<file path="config.mk">
export PLATFORM = sky130hd
export DESIGN_NAME = pia_access_sequencer
export DESIGN_NICKNAME = d
export VERILOG_FILES = /design/src/rtl/pia_pkg.sv /design/src/rtl/rr_arb2.sv /design/src/rtl/pia_access_sequencer.sv
export SDC_FILE = /design/constraint.sdc
export NUM_CORES = 1
export LEC_CHECK = 0
export CAP_MARGIN = 20
export CORE_MARGIN = 4
export CORE_UTILIZATION = 59
export DETAILED_ROUTE_END_ITERATION = 7
export DONT_BUFFER_PORTS = 1
export GPL_ROUTABILITY_DRIVEN = 0
export HOLD_SLACK_MARGIN = 0.12
export MAX_ROUTING_LAYER = met4
export PLACE_DENSITY_LB_ADDON = 0.08
export SLEW_MARGIN = 40
export SYNTH_ARGS = -nofsm -noshare
export SYNTH_HDL_FRONTEND = slang
export SYNTH_SLANG_ARGS = --single-unit
</file>
<file path="constraint.sdc">
create_clock -name enable -period 1.41 [get_ports enable]
set_clock_uncertainty 0.05 [all_clocks]
set_input_delay 0.2115 -clock enable [delete_from_list [all_inputs] [get_ports enable]]
set_output_delay 0.2115 -clock enable [all_outputs]
set_load 0.005 [all_outputs]
</file>
<file path="src/rtl/pia_pkg.sv">
// Shared constants and state encoding for the MC6820B side-A access sequencer.
package pia_pkg;

  localparam logic [2:0] CS_SEL      = 3'b011;
  localparam logic [2:0] CS_IDLE     = 3'b000;
  localparam logic [1:0] RS_DATA_DDR = 2'b00;
  localparam logic [1:0] RS_CTRL     = 2'b01;

  typedef enum logic [2:0] {
    StInitSel,
    StInitDdr,
    StInitCr,
    StIdle,
    StWrite,
    StRead,
    StCapture
  } state_e;

endpackage

</file>
<file path="src/rtl/rr_arb2.sv">
// Two-way round-robin arbiter; the last-grant pointer moves only when a grant is taken.
module rr_arb2 (
  input  logic       enable,
  input  logic       reset,
  input  logic [1:0] req,
  input  logic       advance,
  output logic [1:0] gnt
);

  logic last_q;

  always_comb begin
    gnt = req;
    // On a tie, favour the port that was not granted last.
    if (req == 2'b11) begin
      gnt = last_q ? 2'b01 : 2'b10;
    end
  end

  always_ff @(posedge enable) begin
    if (reset) begin
      last_q <= 1'b1;
    end else if (advance && (|gnt)) begin
      last_q <= gnt[1];
    end
  end

endmodule

</file>
<file path="src/rtl/pia_access_sequencer.sv">
// Owns the PIA register port: programs DDRA/CRA after reset, then serialises
// register accesses from two requesters with round-robin arbitration.
module pia_access_sequencer
  import pia_pkg::*;
#(
  parameter logic [7:0] INIT_DDRA = 8'h00,
  parameter logic [7:0] INIT_CRA  = 8'h04
) (
  input  logic       enable,
  input  logic       reset,
  input  logic       req0,
  input  logic       req1,
  input  logic [1:0] rs0,
  input  logic [1:0] rs1,
  input  logic       rd0,
  input  logic       rd1,
  input  logic [7:0] wdata0,
  input  logic [7:0] wdata1,
  output logic       done0,
  output logic       done1,
  output logic [7:0] rdata,
  output logic       init_busy,
  output logic [2:0] pia_cs,
  output logic [1:0] pia_rs,
  output logic       pia_rw,
  output logic [7:0] pia_di,
  input  logic [7:0] pia_do
);

  state_e     state_q, state_d;
  logic       port_q, port_d;
  logic [2:0] cs_q, cs_d;
  logic [1:0] rs_q, rs_d;
  logic       rw_q, rw_d;
  logic [7:0] di_q, di_d;
  logic [7:0] rdata_q, rdata_d;
  logic       done0_q, done0_d;
  logic       done1_q, done1_d;
  logic       busy_q, busy_d;
  logic [1:0] gnt;
  logic       sel_rd;
  logic [1:0] sel_rs;
  logic [7:0] sel_wdata;

  rr_arb2 u_arb (
    .enable  (enable),
    .reset   (reset),
    .req     ({req1, req0}),
    .advance (state_q == StIdle),
    .gnt     (gnt)
  );

  assign sel_rd    = gnt[1] ? rd1    : rd0;
  assign sel_rs    = gnt[1] ? rs1    : rs0;
  assign sel_wdata = gnt[1] ? wdata1 : wdata0;

  always_comb begin
    state_d = state_q;
    port_d  = port_q;
    cs_d    = CS_IDLE;
    // RS=01 at idle keeps the PIA from clearing its flags on rw=1 cycles.
    rs_d    = RS_CTRL;
    rw_d    = 1'b1;
    di_d    = 8'h00;
    rdata_d = rdata_q;
    done0_d = 1'b0;
    done1_d = 1'b0;
    unique case (state_q)
      StInitSel: begin
        cs_d    = CS_SEL;
        rw_d    = 1'b0;
        di_d    = INIT_CRA & 8'hFB;
        state_d = StInitDdr;
      end
      StInitDdr: begin
        cs_d    = CS_SEL;
        rs_d    = RS_DATA_DDR;
        rw_d    = 1'b0;
        di_d    = INIT_DDRA;
        state_d = StInitCr;
      end
      StInitCr: begin
        cs_d    = CS_SEL;
        rw_d    = 1'b0;
        di_d    = INIT_CRA | 8'h04;
        state_d = StIdle;
      end
      StIdle: begin
        if (|gnt) begin
          port_d  = gnt[1];
          cs_d    = CS_SEL;
          rs_d    = sel_rs;
          rw_d    = sel_rd;
          di_d    = sel_rd ? 8'h00 : sel_wdata;
          state_d = sel_rd ? StRead : StWrite;
        end
      end
      StWrite: begin
        done0_d = ~port_q;
        done1_d = port_q;
        state_d = StIdle;
      end
      StRead: begin
        state_d = StCapture;
      end
      StCapture: begin
        // DO was registered by the PIA on the edge that closed the read cycle.
        rdata_d = pia_do;
        done0_d = ~port_q;
        done1_d = port_q;
        state_d = StIdle;
      end
      default: state_d = StInitSel;
    endcase
    busy_d = (state_d == StInitSel) || (state_d == StInitDdr) || (state_d == StInitCr);
  end

  always_ff @(posedge enable) begin
    if (reset) begin
      state_q <= StInitSel;
      port_q  <= 1'b0;
      cs_q    <= CS_IDLE;
      rs_q    <= RS_CTRL;
      rw_q    <= 1'b1;
      di_q    <= 8'h00;
      rdata_q <= 8'h00;
      done0_q <= 1'b0;
      done1_q <= 1'b0;
      busy_q  <= 1'b1;
    end else begin
      state_q <= state_d;
      port_q  <= port_d;
      cs_q    <= cs_d;
      rs_q    <= rs_d;
      rw_q    <= rw_d;
      di_q    <= di_d;
      rdata_q <= rdata_d;
      done0_q <= done0_d;
      done1_q <= done1_d;
      busy_q  <= busy_d;
    end
  end

  assign pia_cs    = cs_q;
  assign pia_rs    = rs_q;
  assign pia_rw    = rw_q;
  assign pia_di    = di_q;
  assign rdata     = rdata_q;
  assign done0     = done0_q;
  assign done1     = done1_q;
  assign init_busy = busy_q;

endmodule

</file>
==> impl_metrics.prom, run 1 <==
# TYPE chip_impl_metric gauge
chip_impl_metric{name="minimum_setup_slack_after_placement",unit="ns"} 0.0424
chip_impl_metric{name="net-switching-power",unit="mW"} 0.358
chip_impl_info{name="grt.busiest_layer",value="met2"} 1
chip_impl_metric{name="grt_antenna_before_repair",unit=""} 0
chip_impl_info{name="hold_end",value="pia_rs[0]$_SDFF_PP1_"} 1
chip_impl_metric{name="regToRegSetupSlack",unit="ns"} 0.08
chip_impl_metric{name="report.final.hold_viol_count",unit=""} 0
chip_impl_metric{name="final.period_utilization",unit=""} 0.945
chip_impl_info{name="synth_area_leaders",value="sky130_fd_sc_hd__dfxtp_1 50%, sky130_fd_sc_hd__mux2i_1 15%, sky130_fd_sc_hd__nor3_1 4.5%, sky130_fd_sc_hd__nor2_1 4.0%, sky130_fd_sc_hd__buf_4 2.0%"} 1
chip_impl_metric{name="grt_first_pass_wirelength",unit="um"} 4890
chip_impl_info{name="run_status",value="complete, no violations"} 1
chip_impl_metric{name="synth_cell_type_count",unit=""} 30
chip_impl_info{name="clock_tree.root_cell",value="sky130_fd_sc_hd__clkbuf_4"} 1
chip_impl_metric{name="final-setup-viol-count",unit=""} 0
chip_impl_metric{name="wl_per_cell",unit="um"} 19.9
chip_impl_metric{name="post_synthesis_register_bit_count",unit=""} 28
chip_impl_metric{name="area_growth",unit="%"} 34.5
chip_impl_metric{name="globalRouteOverflowTotal",unit=""} 0
chip_impl_metric{name="io_buffer_count",unit=""} 0
chip_impl_metric{name="grtUsageMet2",unit=""} 0.422
chip_impl_info{name="ys_top_cells_by_count",value="28 x sky130_fd_sc_hd__dfxtp_1, 17 x sky130_fd_sc_hd__mux2i_1, 12 x sky130_fd_sc_hd__nor2_1"} 1
chip_impl_metric{name="post_layout_total_power",unit="mW"} 1.57
chip_impl_info{name="cts_tree",value="built"} 1
chip_impl_metric{name="dr.first_iter.drc_count",unit=""} 36
chip_impl_metric{name="hold-path-cell-count",unit=""} 2
chip_impl_info{name="synth_area_leader_cell",value="sky130_fd_sc_hd__dfxtp_1"} 1
chip_impl_metric{name="critical_path_arrival",unit="ns"} 1.54
chip_impl_metric{name="maxClockFrequency",unit="MHz"} 751
chip_impl_metric{name="first_global_vias",unit=""} 963
chip_impl_metric{name="post_synthesis_async_set_or_reset_flop_share",unit=""} 0
chip_impl_info{name="most_repeated_cell_in_the_gate_level_netlist_after_synthesis",value="sky130_fd_sc_hd__dfxtp_1"} 1
chip_impl_metric{name="design_area",unit="um2"} 1510
chip_impl_metric{name="drtPass1Iterations",unit=""} 4
chip_impl_metric{name="viasPerCell",unit=""} 5.87
chip_impl_metric{name="required",unit="ns"} 1.62
chip_impl_metric{name="internal-power",unit="mW"} 1.21
chip_impl_metric{name="insertion_delay",unit="ns"} 0.34
chip_impl_metric{name="synthesized_area_divided_by_synthesized_cell_count",unit="um2"} 10.3
chip_impl_info{name="hold_start",value="req0"} 1
chip_impl_metric{name="ant_nets",unit=""} 0
chip_impl_metric{name="place_hpwl",unit="um"} 1580
chip_impl_metric{name="synth_largest_type_area_fraction",unit=""} 0.500
chip_impl_metric{name="num-fill-cells",unit=""} 94
chip_impl_metric{name="fp.dieW",unit="um"} 51.6
chip_impl_metric{name="core.rowCount",unit=""} 15
chip_impl_metric{name="htreeDepth",unit=""} 1
chip_impl_metric{name="seqPwrFrac",unit=""} 0.536
chip_impl_metric{name="num_io_pins",unit=""} 59
chip_impl_info{name="rr_endpoint",value="pia_di[7]$_SDFF_PP0_"} 1
chip_impl_metric{name="path_max_fanout",unit=""} 13
chip_impl_metric{name="layout.core_utilization",unit=""} 0.855
chip_impl_metric{name="floorplan.initialDensity",unit=""} 0.635
chip_impl_metric{name="gr-usage-met3",unit=""} 0.0573
chip_impl_metric{name="die-area",unit="um2"} 2660
chip_impl_metric{name="routing_usage_on_met1",unit=""} 0.311
chip_impl_metric{name="p_comb_frac",unit=""} 0.122
chip_impl_metric{name="multiInputGateArea",unit="um2"} 509
chip_impl_metric{name="numCtsBuffers",unit=""} 3
chip_impl_metric{name="timing.reg2reg.worst_path_depth",unit=""} 3
chip_impl_metric{name="synth_fp_nets",unit=""} 143
chip_impl_info{name="worstSetupEndpointType",value="flip-flop"} 1
chip_impl_info{name="grt_setup_unrepaired",value="yes"} 1
chip_impl_metric{name="vias",unit=""} 957
chip_impl_info{name="hold_path_class",value="in -> reg"} 1
chip_impl_info{name="path_class",value="reg -> reg"} 1
chip_impl_metric{name="grt_util_all_layers",unit=""} 0.258
chip_impl_metric{name="synth-edff-count",unit=""} 0
chip_impl_info{name="crit_path_start_kind",value="flip-flop"} 1
chip_impl_metric{name="worst_pin_slew",unit="ns"} 0.602
chip_impl_metric{name="irDropWorstVdd",unit="mV"} 0.758
chip_impl_metric{name="fin_nets",unit=""} 173
chip_impl_metric{name="max-cap-violations",unit=""} 0
chip_impl_metric{name="fp.coreArea",unit="um2"} 1760
chip_impl_metric{name="post_route_cells_drive_above_1_share",unit=""} 0.101
chip_impl_metric{name="sequential_area",unit="um2"} 564
chip_impl_metric{name="max-clock-path-buffers",unit=""} 2
chip_impl_metric{name="leak_pwr",unit="nW"} 0.668
chip_impl_metric{name="wirelength",unit="um"} 3250
chip_impl_metric{name="slew_violations",unit=""} 0
chip_impl_metric{name="die_h",unit="um"} 51.6
chip_impl_info{name="worst_setup_path_startpoint",value="u_arb.last_q$_SDFFE_PP1P_"} 1
chip_impl_metric{name="tritoncts_num_sinks",unit=""} 28
chip_impl_metric{name="fin_crit",unit="ns"} 1.33
chip_impl_metric{name="pwr_density_cell",unit="nW/um2"} 1040
chip_impl_metric{name="yosysWarningCount",unit=""} 0
chip_impl_metric{name="syn-instance-count",unit=""} 109
chip_impl_info{name="synth_ff_type",value="sky130_fd_sc_hd__dfxtp_1"} 1
chip_impl_metric{name="slew-limit-headroom",unit=""} 0.599
chip_impl_metric{name="fin_setup_tns",unit="ns"} 0
chip_impl_metric{name="post_route_drc",unit=""} 0
chip_impl_metric{name="timing.final.ws_setup",unit="ns"} 0.0778
chip_impl_metric{name="cts.reportedPaths.clkPinSlew",unit="ns"} 0.16
chip_impl_metric{name="grt_start_max_net_pins",unit=""} 18
chip_impl_metric{name="netlist_area",unit="um2"} 1120
chip_impl_metric{name="n_antenna_cell",unit=""} 0
chip_impl_metric{name="placed_cell_area",unit="um2"} 1120
chip_impl_info{name="r2r-start",value="u_arb.last_q$_SDFFE_PP1P_"} 1
chip_impl_metric{name="synth.yosys.seq_area_share",unit=""} 0.500
chip_impl_metric{name="share_of_total_power_consumed_by_net_switching",unit=""} 0.228
chip_impl_metric{name="clockPowerShare",unit=""} 0.342
## cell families (layout without fill, tap and decap cells)
kind of cell | count (synthesis) | after routing | share of synthesized area
simple gates | 38 | 38 | 0.173
flops | 28 | 28 | 0.500
compound gates | 16 | 16 | 0.122
mux | 17 | 17 | 0.152
buf+inv | 9 | 38 | 0.0502
other cells | 1 | 1 | 0.00335
## critical path, stage by stage (launching register included)
cell and delay, ns:
sky130_fd_sc_hd__dfxtp_1 0.36, sky130_fd_sc_hd__a21bo_4 0.30, sky130_fd_sc_hd__o22a_4 0.28, sky130_fd_sc_hd__nor3_1 0.26
## flip-flops by register name, indices dropped and copies added, names as in the netlist, 2 cells and up
register,cells
pia_rs,2
rdata,8
state_q,3
pia_di,8
## final cells by class
cell class / instances / share of cell area
clock inverters: 1 / 0.0199
repair buffers: 34 / 0.232
multi-input cells: 72 / 0.338
well taps: 25 / 0.0207
flip-flops and latches: 28 / 0.374
clock buffers: 3 / 0.0149
## layer usage
| layer | vias up | share of wire |
|---|---|---|
| li1 | 436 | - |
| met1 | 458 | 0.39 |
| met2 | 56 | 0.52 |
| met3 | 7 | 0.076 |
| met4 | 0 | 0.017 |
| met5 | - | 0 |
## placed cells by master, fill, tap and decap left out
cell,n
sky130_fd_sc_hd__dlygate4sd3_1,31
sky130_fd_sc_hd__dfxtp_1,25
sky130_fd_sc_hd__mux2i_1,17
sky130_fd_sc_hd__nor2_1,12
sky130_fd_sc_hd__nor3_1,9
sky130_fd_sc_hd__nand2_1,4
sky130_fd_sc_hd__nand3b_1,3
sky130_fd_sc_hd__nand2b_1,3
sky130_fd_sc_hd__a21oi_1,3
sky130_fd_sc_hd__o21ai_0,3
sky130_fd_sc_hd__clkbuf_4,3
sky130_fd_sc_hd__dfxtp_2,3
sky130_fd_sc_hd__a311oi_1,1
sky130_fd_sc_hd__o311a_1,1
sky130_fd_sc_hd__nor2b_1,1
sky130_fd_sc_hd__a21bo_4,1
sky130_fd_sc_hd__and3b_1,1
sky130_fd_sc_hd__o221ai_1,1
sky130_fd_sc_hd__nor3b_1,1
sky130_fd_sc_hd__o211ai_1,1
sky130_fd_sc_hd__o22a_4,1
sky130_fd_sc_hd__and2b_1,1
sky130_fd_sc_hd__o31ai_2,1
sky130_fd_sc_hd__nor3_2,1
sky130_fd_sc_hd__or2_2,1
sky130_fd_sc_hd__and3_1,1
sky130_fd_sc_hd__a21boi_0,1
sky130_fd_sc_hd__o21bai_1,1
sky130_fd_sc_hd__a221o_1,1
sky130_fd_sc_hd__conb_1,1
sky130_fd_sc_hd__bufinv_16,1
sky130_fd_sc_hd__dlymetal6s4s_1,1
sky130_fd_sc_hd__buf_12,1
sky130_fd_sc_hd__buf_4,1
## per-stage QoR
step	hold WS [ns]	instances
detailed placement	0.235	126
global route	0.128	163
floorplan	0.305	109
CTS	0.131	162
global placement	0.234	126
finish	0.118	163
## power by group through the flow
stage                     Sequential [mW]  Combinational, mW  Clock, mW
final                               0.841              0.192      0.537
after global routing                0.845              0.204      0.559
after CTS                           0.839              0.174      0.525
after detailed placement            0.856             0.0941          0
after global placement              0.854             0.0924          0
after floorplan                     0.839              0.111          0
## repair_timing
| item | in CTS | in global routing |
|---|---|---|
| hold buffers | 32 | 0 |
| endpoints found under the hold margin | 28 | 0 |
| setup buffers | 0 | 1 |
| resized for setup | 0 | 5 |
| setup endpoints to repair | 0 | 18 |
## how the worst max path moves through the flow
| stage | cells after the start | slack (ns) | endpoint |
|---|---|---|---|
| floorplan | 4 | 0.25 | pia_di[2]$_SDFF_PP0_ |
| global placement | 3 | 0.09 | pia_di[2]$_SDFF_PP0_ |
| detailed placement | 3 | 0.04 | pia_di[2]$_SDFF_PP0_ |
| CTS | 3 | 0.004 | pia_di[2]$_SDFF_PP0_ |
| global route | 3 | -0.005 | pia_di[7]$_SDFF_PP0_ |
| finish | 3 | 0.08 | pia_di[7]$_SDFF_PP0_ |
(Power assumes the default switching activity.)
==> run 2, diff against run 1 <==
--- a/config.mk
+++ b/config.mk
@@ -14,6 +14,7 @@
 export HOLD_SLACK_MARGIN = 0.12
 export MAX_ROUTING_LAYER = met4
 export PLACE_DENSITY_LB_ADDON = 0.08
+export REMOVE_ABC_BUFFERS = 1
 export SLEW_MARGIN = 40
 export SYNTH_ARGS = -nofsm -noshare
 export SYNTH_HDL_FRONTEND = slang
==> constraint.sdc (replaced) <==
create_clock -name enable -period 1.41 [get_ports enable]
set_clock_uncertainty 0.05 [all_clocks]
set_input_delay 0.2115 -clock enable [delete_from_list [all_inputs] [get_ports enable]]
set_output_delay 0.2115 -clock enable [all_outputs]
set_load 0.05 [all_outputs]
==> impl_metrics.prom, run 2 (synthesis gave the netlist of run 1 again) <==
# TYPE chip_impl_metric gauge
chip_impl_metric{name="fin_hold_ws",unit="ns"} 0.153
chip_impl_metric{name="grt_antenna_before_repair",unit=""} 0
chip_impl_info{name="hold_start",value="req0"} 1
chip_impl_metric{name="drtPass1Iterations",unit=""} 6
chip_impl_metric{name="post_route_cells_drive_above_1_share",unit=""} 0.167
chip_impl_metric{name="io_buffer_count",unit=""} 0
chip_impl_metric{name="irDropWorstVdd",unit="mV"} 0.838
chip_impl_metric{name="max-cap-violations",unit=""} 0
chip_impl_metric{name="tritoncts_num_sinks",unit=""} 28
chip_impl_metric{name="area_growth",unit="%"} 43.1
chip_impl_metric{name="grt_util_all_layers",unit=""} 0.314
chip_impl_metric{name="timing.reg2reg.worst_path_depth",unit=""} 4
chip_impl_metric{name="fin_crit",unit="ns"} 1.45
chip_impl_metric{name="floorplan.initialDensity",unit=""} 0.635
chip_impl_metric{name="final.period_utilization",unit=""} 1.03
chip_impl_metric{name="hold-path-cell-count",unit=""} 2
chip_impl_metric{name="minimum_setup_slack_after_placement",unit="ns"} 0.0646
chip_impl_metric{name="leak_pwr",unit="nW"} 0.730
chip_impl_metric{name="num_io_pins",unit=""} 59
chip_impl_metric{name="timing.final.ws_setup",unit="ns"} -0.0387
chip_impl_metric{name="pwr_density_cell",unit="nW/um2"} 1040
chip_impl_metric{name="report.final.hold_viol_count",unit=""} 0
chip_impl_metric{name="numCtsBuffers",unit=""} 3
chip_impl_metric{name="fin_nets",unit=""} 185
chip_impl_metric{name="globalRouteOverflowTotal",unit=""} 0
chip_impl_metric{name="slew_violations",unit=""} 0
chip_impl_metric{name="cts.reportedPaths.clkPinSlew",unit="ns"} 0.16
chip_impl_metric{name="htreeDepth",unit=""} 1
chip_impl_info{name="run_status",value="finished with violations"} 1
chip_impl_metric{name="fp.dieW",unit="um"} 51.6
chip_impl_metric{name="post_route_drc",unit=""} 0
chip_impl_metric{name="die_h",unit="um"} 51.6
chip_impl_metric{name="max-clock-path-buffers",unit=""} 2
chip_impl_metric{name="core.rowCount",unit=""} 15
chip_impl_metric{name="wl_per_cell",unit="um"} 24.7
chip_impl_info{name="violated_checks",value="negative setup slack"} 1
chip_impl_metric{name="place_hpwl",unit="um"} 1620
chip_impl_info{name="crit_path_start_kind",value="flip-flop"} 1
chip_impl_info{name="clock_tree.root_cell",value="sky130_fd_sc_hd__clkbuf_4"} 1
chip_impl_metric{name="n_antenna_cell",unit=""} 0
chip_impl_metric{name="dr.first_iter.drc_count",unit=""} 57
chip_impl_metric{name="die-area",unit="um2"} 2660
chip_impl_metric{name="final-setup-viol-count",unit=""} 3
chip_impl_info{name="worstSetupEndpointType",value="flip-flop"} 1
chip_impl_metric{name="worst_pin_slew",unit="ns"} 0.644
chip_impl_metric{name="insertion_delay",unit="ns"} 0.34
chip_impl_info{name="path_class",value="reg -> reg"} 1
chip_impl_info{name="hold_end",value="pia_rs[0]$_SDFF_PP1_"} 1
chip_impl_metric{name="grt_first_pass_wirelength",unit="um"} 5740
chip_impl_info{name="cts_tree",value="built"} 1
chip_impl_metric{name="fp.coreArea",unit="um2"} 1760
chip_impl_metric{name="first_global_vias",unit=""} 1047
chip_impl_info{name="layout.cells.most_common_list",value="32 x sky130_fd_sc_hd__dlygate4sd3_1, 25 x sky130_fd_sc_hd__dfxtp_1, 17 x sky130_fd_sc_hd__mux2i_1"} 1
chip_impl_metric{name="path_max_fanout",unit=""} 8
chip_impl_metric{name="ant_nets",unit=""} 0
chip_impl_metric{name="design_area",unit="um2"} 1600
chip_impl_info{name="grt_setup_unrepaired",value="yes"} 1
chip_impl_metric{name="slew-limit-headroom",unit=""} 0.571
chip_impl_metric{name="maxClockFrequency",unit="MHz"} 690
chip_impl_metric{name="viasPerCell",unit=""} 6.46
chip_impl_metric{name="critical_path_arrival",unit="ns"} 1.68
chip_impl_metric{name="required",unit="ns"} 1.64
chip_impl_metric{name="wirelength",unit="um"} 4330
chip_impl_info{name="hold_path_class",value="in -> reg"} 1
chip_impl_info{name="rr_endpoint",value="pia_di[2]$_SDFF_PP0_"} 1
chip_impl_info{name="r2r-start",value="state_q[2]$_SDFF_PP0_"} 1
chip_impl_metric{name="placed_cell_area",unit="um2"} 1190
chip_impl_metric{name="grt_start_max_net_pins",unit=""} 18
chip_impl_metric{name="vias",unit=""} 1130
chip_impl_metric{name="regToRegSetupSlack",unit="ns"} -0.04
chip_impl_info{name="layout.cells.most_common",value="sky130_fd_sc_hd__dlygate4sd3_1"} 1
==> run 2: worst max-delay path by stage <==
stage | startpoint | to | slack, ns | cells past startpoint
final | state_q[2]$_SDFF_PP0_ | pia_di[2]$_SDFF_PP0_ | -0.04 | 4
after global routing | state_q[2]$_SDFF_PP0_ | pia_di[7]$_SDFF_PP0_ | -0.11 | 4
after CTS | state_q[1]$_SDFF_PP0_ | pia_di[2]$_SDFF_PP0_ | 0.04 | 3
after detailed placement | state_q[1]$_SDFF_PP0_ | pia_di[2]$_SDFF_PP0_ | 0.06 | 3
after global placement | state_q[1]$_SDFF_PP0_ | pia_di[2]$_SDFF_PP0_ | 0.11 | 3
after floorplan | state_q[0]$_SDFF_PP0_ | rdata[0]$_SDFFE_PP0P_ | 0.15 | 3
==> run 2: layout make-up <==
class	count	area [um2]
multi-input cells	72	505
clock buffers	3	22.5
clock inverters	1	30.0
fillers	70	160
repair buffers	46	443
well taps	25	31.3
flip-flops and latches	28	572
==> run 2: routing by layer <==
layer	wire length (um)	track usage
met4	325	0.140
met3	426	0.0573
met1	1510	0.367
met5	0	-
met2	2070	0.525
==> run 2: where the power goes <==
group	leakage [nW]	switching, mW	internal [mW]
Clock	0.0279	0.258	0.288
Sequential	0.230	0.0591	0.813
Combinational	0.473	0.126	0.117
Total	0.730	0.443	1.22
==> run 2: worst max-delay path, stage by stage (launching register included) <==
cell and delay, ns:
sky130_fd_sc_hd__dfxtp_4 0.40, sky130_fd_sc_hd__and2b_2 0.26, sky130_fd_sc_hd__nand3b_1 0.24, sky130_fd_sc_hd__buf_4 0.25, sky130_fd_sc_hd__o31ai_2 0.19
==> run 2: what timing repair did <==
item / CTS / global route
hold endpoints to repair: 28 / 1
resized for setup: 0 / 8
buffers inserted: 0 / 2
hold buffers: 32 / 1
setup endpoints to repair: 0 / 21
==> run 2: stage by stage <==
stage	std cells	total power [mW]	utilization	TNS (ns)
2_1_floorplan	100	0.988	-	0
3_3_place_gp	136	1.01	0.675	0
3_5_place_dp	136	1.01	0.675	0
4_1_cts	172	1.60	0.887	0
5_1_grt	175	1.70	0.909	-0.576
6_report	175	1.66	0.909	-0.0976
